[src/rtl/poly_reduction_ctrl.sv]
// Sequencer that folds a 2N-1 coefficient product modulo X^N - 1: it streams coefficient
// pairs (i, i+N) to the poly_reduction stage and writes the N reduced results back out.
module poly_reduction_ctrl #(
  parameter int unsigned N  = 509,
  parameter int unsigned AW = 10,
  parameter int unsigned OW = 9
) (
  input  logic          clk,
  input  logic          rst_n,
  input  logic          start,
  input  logic [1:0]    poly_q_in,
  output logic          rd_en,
  output logic [AW-1:0] rd_addr_a,
  output logic [AW-1:0] rd_addr_b,
  input  logic [23:0]   rd_data_a,
  input  logic [23:0]   rd_data_b,
  output logic [23:0]   red_in_1,
  output logic [23:0]   red_in_2,
  output logic [1:0]    red_poly_q,
  input  logic [12:0]   red_out,
  output logic          wr_en,
  output logic [OW-1:0] wr_addr,
  output logic [12:0]   wr_data,
  output logic          busy,
  output logic          done
);

  localparam int unsigned DW = 24;
  localparam int unsigned RW = 13;
  localparam int unsigned QW = 2;

  localparam logic [1:0] S_IDLE  = 2'd0;
  localparam logic [1:0] S_READ  = 2'd1;
  localparam logic [1:0] S_DRAIN = 2'd2;
  localparam logic [1:0] S_DONE  = 2'd3;

  localparam logic [OW-1:0] FIRST_IDX = '0;
  localparam logic [OW-1:0] LAST_IDX  = OW'(N - 1);
  localparam logic [AW-1:0] N_ADDR    = AW'(N);

  // Upper-half address for index i; coefficient 2N-1 does not exist, so the last slot reads 0.
  function automatic logic [AW-1:0] hi_addr(input logic [OW-1:0] i);
    hi_addr = (i == LAST_IDX) ? '0 : (AW'(i) + N_ADDR);
  endfunction

  logic [1:0]    state;
  logic [1:0]    state_nxt;
  logic [OW-1:0] idx;
  logic [OW-1:0] idx_nxt;
  logic          rd_en_nxt;
  logic [AW-1:0] addr_a_nxt;
  logic [AW-1:0] addr_b_nxt;
  logic [QW-1:0] poly_q_nxt;
  logic          busy_nxt;
  logic          done_nxt;

  // Index tracking pipeline: stage1 = RAM data cycle, stage2 = red_out valid cycle.
  logic          s1_vld;
  logic [OW-1:0] s1_idx;
  logic          s2_vld;
  logic [OW-1:0] s2_idx;

  // Next-state and next-output decode.
  always_comb begin
    state_nxt  = state;
    idx_nxt    = idx;
    rd_en_nxt  = 1'b0;
    addr_a_nxt = '0;
    addr_b_nxt = '0;
    poly_q_nxt = red_poly_q;
    busy_nxt   = busy;
    done_nxt   = 1'b0;
    case (state)
      S_IDLE: begin
        if (start) begin
          state_nxt  = S_READ;
          idx_nxt    = FIRST_IDX;
          rd_en_nxt  = 1'b1;
          addr_a_nxt = AW'(FIRST_IDX);
          addr_b_nxt = hi_addr(FIRST_IDX);
          poly_q_nxt = poly_q_in;
          busy_nxt   = 1'b1;
        end
      end
      S_READ: begin
        if (idx == LAST_IDX) begin
          state_nxt = S_DRAIN;
        end else begin
          idx_nxt    = idx + OW'(1);
          rd_en_nxt  = 1'b1;
          addr_a_nxt = AW'(idx_nxt);
          addr_b_nxt = hi_addr(idx_nxt);
        end
      end
      S_DRAIN: begin
        // The write for the last index is on the port this cycle.
        if (wr_en && (wr_addr == LAST_IDX)) begin
          state_nxt = S_DONE;
          done_nxt  = 1'b1;
          busy_nxt  = 1'b0;
        end
      end
      S_DONE: begin
        state_nxt = S_IDLE;
      end
      default: begin
        state_nxt = S_IDLE;
        busy_nxt  = 1'b0;
      end
    endcase
  end

  // State and registered control outputs.
  always_ff @(posedge clk or negedge rst_n) begin
    if (!rst_n) begin
      state      <= S_IDLE;
      idx        <= '0;
      rd_en      <= 1'b0;
      rd_addr_a  <= '0;
      rd_addr_b  <= '0;
      red_poly_q <= '0;
      busy       <= 1'b0;
      done       <= 1'b0;
    end else begin
      state      <= state_nxt;
      idx        <= idx_nxt;
      rd_en      <= rd_en_nxt;
      rd_addr_a  <= addr_a_nxt;
      rd_addr_b  <= addr_b_nxt;
      red_poly_q <= poly_q_nxt;
      busy       <= busy_nxt;
      done       <= done_nxt;
    end
  end

  // Valid/index shift pipeline and the registered output-RAM write.
  always_ff @(posedge clk or negedge rst_n) begin
    if (!rst_n) begin
      s1_vld  <= 1'b0;
      s1_idx  <= '0;
      s2_vld  <= 1'b0;
      s2_idx  <= '0;
      wr_en   <= 1'b0;
      wr_addr <= '0;
      wr_data <= '0;
    end else begin
      s1_vld <= rd_en;
      s1_idx <= idx;
      s2_vld <= s1_vld;
      s2_idx <= s1_idx;
      wr_en  <= s2_vld;
      if (s2_vld) begin
        wr_addr <= s2_idx;
        wr_data <= RW'(red_out);
      end
    end
  end

  // Operands follow the RAM data only in its valid cycle; otherwise held at zero.
  always_comb begin
    red_in_1 = '0;
    red_in_2 = '0;
    if (s1_vld) begin
      red_in_1 = DW'(rd_data_a);
      if (s1_idx != LAST_IDX) begin
        red_in_2 = DW'(rd_data_b);
      end
    end
  end

endmodule

[config.mk]
export PLATFORM = sky130hd
export DESIGN_NAME = poly_reduction_ctrl
export DESIGN_NICKNAME = d
export VERILOG_FILES = /design/src/rtl/poly_reduction_ctrl.sv
export SDC_FILE = /design/constraint.sdc
export NUM_CORES = 1
export LEC_CHECK = 0
export ABC_AREA = 0
export CAP_MARGIN = 20
export CORE_MARGIN = 2
export CORE_UTILIZATION = 30
export DETAILED_ROUTE_END_ITERATION = 12
export PLACE_DENSITY = 0.59
export SETUP_SLACK_MARGIN = 0.2
export SKIP_LAST_GASP = 1
export SLEW_MARGIN = 10
export SYNTH_ARGS = -nofsm -noshare
export SYNTH_HDL_FRONTEND = slang
export SYNTH_SLANG_ARGS = --single-unit
[constraint.sdc]
create_clock -name clk -period 2.8 [get_ports clk]
set_input_delay 0.84 -clock clk [delete_from_list [all_inputs] [get_ports clk]]
set_output_delay 0.84 -clock clk [all_outputs]
set_load 0.05 [all_outputs]
Word-level counts from Yosys, hierarchy flattened --
Index checks and enable logic that the tools add are counted.
Word-level totals: bits in registers 79, input port bits 66, output and inout bits 96, word-level logic and storage cells 60
Operators by class: $add $sub $neg 2, equal/unequal tests 11, muxes and demuxes 24, reductions and logical operators 8
Operator list (number):
- 24-bit 2-to-1 mux | 3
- 9-bit 2-to-1 mux | 5
- 9-bit equality test, second input constant | 3
- 10-bit 2-to-1 mux | 2
- 10-bit one-hot mux with 2 select lines | 1
- 9-bit one-hot mux with 2 select lines | 1
- 9-bit by 9-bit adder with 10-bit output, second input constant | 1
- 9-bit by 1-bit adder with 9-bit output, second input constant | 1
- 9-bit inequality test, second input constant | 1
- 3-bit AND reduction | 3
- 2-bit inequality test, second input constant | 4
- 2-bit one-hot mux with 4 select lines | 1
- 1-bit 2-to-1 mux | 6
- 2-bit 2-to-1 mux | 3
- 2-bit equality test, second input constant | 2
- 1-bit one-hot mux with 2 select lines | 2
- 2-bit nonzero test | 2
- 2-bit by 1-bit equality test with 1-bit output, second input constant | 1
- 2-bit zero test | 1
- 2-bit AND reduction | 1
- 1-bit logical AND | 1

Longest topological paths before layout --
depth after elaboration 5, depth in mapped cells 8, gate-level depth less buffers 7

Worst setup path before layout --
No wires, ideal clock.
path type flip-flop to output port, start point register s1_idx[7], end point output red_in_2[10], data arrival time 1.282 ns, required time 1.960 ns, setup slack 0.678 ns, stages on the path, launching flop included 5, path buffers 1, cell sequence dfrtp_1 nand4_1 o31a_1 clkbuf_1 and2_1
On the way: cells in the longest elaborated chain, start to end 3
Ends and longest elaborated chain:
- from (decl) | RTL line 59 | logic [OW-1:0] s1_idx;
- from (signal assigned) | RTL line 148 | s1_idx <= idx;
- 9-bit inequality test | RTL line 165 | if (s1_idx != LAST_IDX) begin
- 24-bit 2-to-1 mux | RTL line 165
- 24-bit 2-to-1 mux | RTL line 163 | if (s1_vld) begin
- to (decl) | RTL line 18 | output logic [23:0] red_in_2,
Every way passes these cells.

Final worst setup path --
start point register s1_idx[7], end point output red_in_2[17]
Same word-level chain as after synthesis.

==> reports/results.txt <==
Ant. Diodes: 0
Gpl congestion: 0.8369
Crit. End Element: output pin
Synth Area in Simple Gates: 18.30%
Clock transition at path regs: 0.09 ns
Via density: 4.641
Synthesized Nets: 361
Mux cell area share after synthesis: 8.668%
EDFF count, synth: 0
Met3 Routed Length: 816 µm
Initial core utilization: 30.89%
Final worst-path cycle share: 89.78%
CP peak stage delay: 0.38 ns
Cell family with most CP delay: compound AO/OA/AOI/OAI gates
Most frequent cells in the layout: clkdlybuf4s50_1, dfrtp_1, buf_12
Pre-Repair DR Iteration Count: 4
Area of the multi-input gates: 0.001404 mm²
Highest clock rate: 397.8 MHz
Sequential area share after synthesis: 58.04%
Max FO, Critical Path: 12
Die area: 0.01207 mm²
R2R Path Start: idx[0]$_DFFE_PN0P_
Core area: 0.01089 mm²
Port Buffers: 160
Synth-to-Final Area Change: 75.22%
Via count: 2808
Largest family of logic cells by synthesized area: simple AND/OR/NAND/NOR gates
Dpl hpwl: 6.842 mm
Routed WL: 9.120 mm
Metal2 WL: 4.635 mm
DRT iter0 DRCs: 86
Dominant synthesized flop cell: dfrtp_1
Post-DRT Antenna Nets: 0
Data required time of the worst path: 1.96 ns
DR DRC count: 0
Bufs and invs on worst path: 2
Synth Cell Area: 0.003363 mm²
Worst Hold Class: flip-flop to flip-flop
Slew Limit Fails: 0
Worst slew margin: 40.95%
Final hold vios: 0
Vias in the first global route: 2741
Syn_area_per_cell: 11.68 µm²
Critical path capture point: red_in_2[17]
Clock buffer depth: 2
CP startpoint kind: flip-flop
# rows: 38
Filler cell count in the final layout: 918
CP arrival: 1.67 ns
CP Depth: 5
Largest net degree at the start of global routing: 51
Die Span X: 109.9 µm
Final setup viols: 0
Power density cells: 408.1 mW/mm²
Overall Global Routing Usage: 14.60%
MaxCap Viol Count: 0
Met1 wire length: 3.607 mm
Setup CP Type: flip-flop to output pin
CTS tree: built
Critical Path, Cell by Cell: nand4_1 -> buf_4 -> o31a_4 -> and2_1 -> buf_12
Commonest non-fill, non-tap cell in the layout: clkdlybuf4s50_1
Xor/xnor share of the synthesized area: 2.865%
CTS root buf: clkbuf_8
Fin worst setup slack: 0.2862 ns
Top Ports: 162
First-pass GRT wire length: 13.60 mm
RSZ-0062 raised after global routing: true
Clock sinks: 78
Num CTS Buffers: 9
CTS Hold Bufs: 0
Min Tclk post-route: 2.514 ns
Grt total ovfl: 0
Reg-to-reg critical path endpoint: rd_addr_b[3]$_DFF_PN0_
Share of layout cells above drive strength 1: 24.95%
Leak Pwr: 2.610 nW
Peak supply drop: 0.3435 mV
Drt wl/cell: 15.07 µm
Syn. warnings: 0
Status: completed
Reg area: 0.001952 mm²
Critical Path Start: s1_idx[7]$_DFF_PN0_
FF-to-FF path depth: 6
Unique masters post-synth: 37
Slowest cell on crit path: o31a_4
WHS: 0.3645 ns
Worst Tran Pin Value: 0.8858 ns
Synth Area in Compound Gates: 7.292%
Yosys reg bits: 78
Flop-to-flop setup slack: 0.51 ns
Setup TNS: 0 ns
Pre-CTS WS: 0.3158 ns
Adder-cell share of the synthesized area: 2.604%
Die Y: 109.9 µm
Antenna violations before repair: 0
DR top layer: met4
Ys async rst share: 100.0%
Post-Route Skew: 0.01255 ns
Final nets: 533
H-tree levels: 3
Cells after Synth: 288
Worst skew pair latency: 0.35 ns
==> final cells by class <==
class / instances / share of cell area (%)
well taps: 140 / 2.972
flip-flops and latches: 78 / 33.12
inverters: 7 / 0.4459
clock buffers: 9 / 2.102
clock inverters: 7 / 0.9342
multi-input cells: 195 / 23.82
repair buffers: 169 / 36.60
==> worst min path at each step <==
stage | start | to | slack [ns] | cells after the start
finish | s1_idx[4]$_DFF_PN0_ | s2_idx[4]$_DFF_PN0_ | 0.36 | 0
global route | s1_idx[5]$_DFF_PN0_ | s2_idx[5]$_DFF_PN0_ | 0.39 | 0
CTS | s1_idx[4]$_DFF_PN0_ | s2_idx[4]$_DFF_PN0_ | 0.37 | 0
detailed placement | s1_idx[4]$_DFF_PN0_ | s2_idx[4]$_DFF_PN0_ | 0.36 | 0
global placement | s1_idx[7]$_DFF_PN0_ | s2_idx[7]$_DFF_PN0_ | 0.36 | 0
floorplan | s1_idx[5]$_DFF_PN0_ | s2_idx[5]$_DFF_PN0_ | 0.35 | 0
==> cell usage after synthesis (all sizes together), types with 3 or more instances <==
cell,number,share of area [%]
nand4,6,1.1
nand2,20,2.2
o21ai,21,3.6
mux2,25,8.4
nor3,6,0.89
xor2,7,1.8
buf,4,0.67
clkbuf,6,0.67
inv,7,0.78
a21oi,4,0.60
dfrtp,78,58
ha,7,2.6
nand3,3,0.82
o31ai,3,0.67
xnor2,4,1.0
and2,51,9.5
nor2,13,1.5
==> timing repair <==
action,4_1_cts,5_1_grt
endpoints found under the setup margin,24,24
buffers inserted,0,1
resized for setup,1,11
cloned,0,2
pin swaps,0,10
==> metal layers <==
layer / vias to the layer above / track usage, %
met1: 1360 / 17.00
li1: 1336 / -
met4: 0 / 3.797
met3: 7 / 5.868
met2: 105 / 24.93
met5: - / 0
==> sequential cells by signal (all words and copies together), names as in the netlist <==
signal,flops
rd_addr_a,9
done,1
red_poly_q,2
wr_en,1
rd_addr_b,10
idx,9
s1_vld,1
wr_data,13
busy,1
s2_vld,1
rd_en,1
state,2
s1_idx,9
wr_addr,9
s2_idx,9
==> cells by family after synthesis <==
group                      Yosys count
xor gates and xnor gates            11
DFF                                 78
and+or+nand+nor                    110
muxes                               26
adders and majority gates            7
AOI/OAI and AO/OA                   38
buffers and inverters               17
other                                1
==> report_power, final <==
part / total (mW) / switching, mW / internal, mW
logic: 0.509 / 0.250 / 0.259
clock network: 0.757 / 0.426 / 0.331
registers: 1.14 / 0.00433 / 1.13
total: 2.40 / 0.681 / 1.72
==> stage by stage <==
stage	cells	power (mW)	cell area, µm²	util, %
after floorplan	288	1.366	3363	-
after global placement	585	1.668	5638	51.78
after detailed placement	585	1.672	5638	51.78
after CTS	601	2.441	5818	53.44
after global routing	605	2.519	5893	54.13
final	605	2.405	5893	54.13
(Power assumes the default switching activity.)
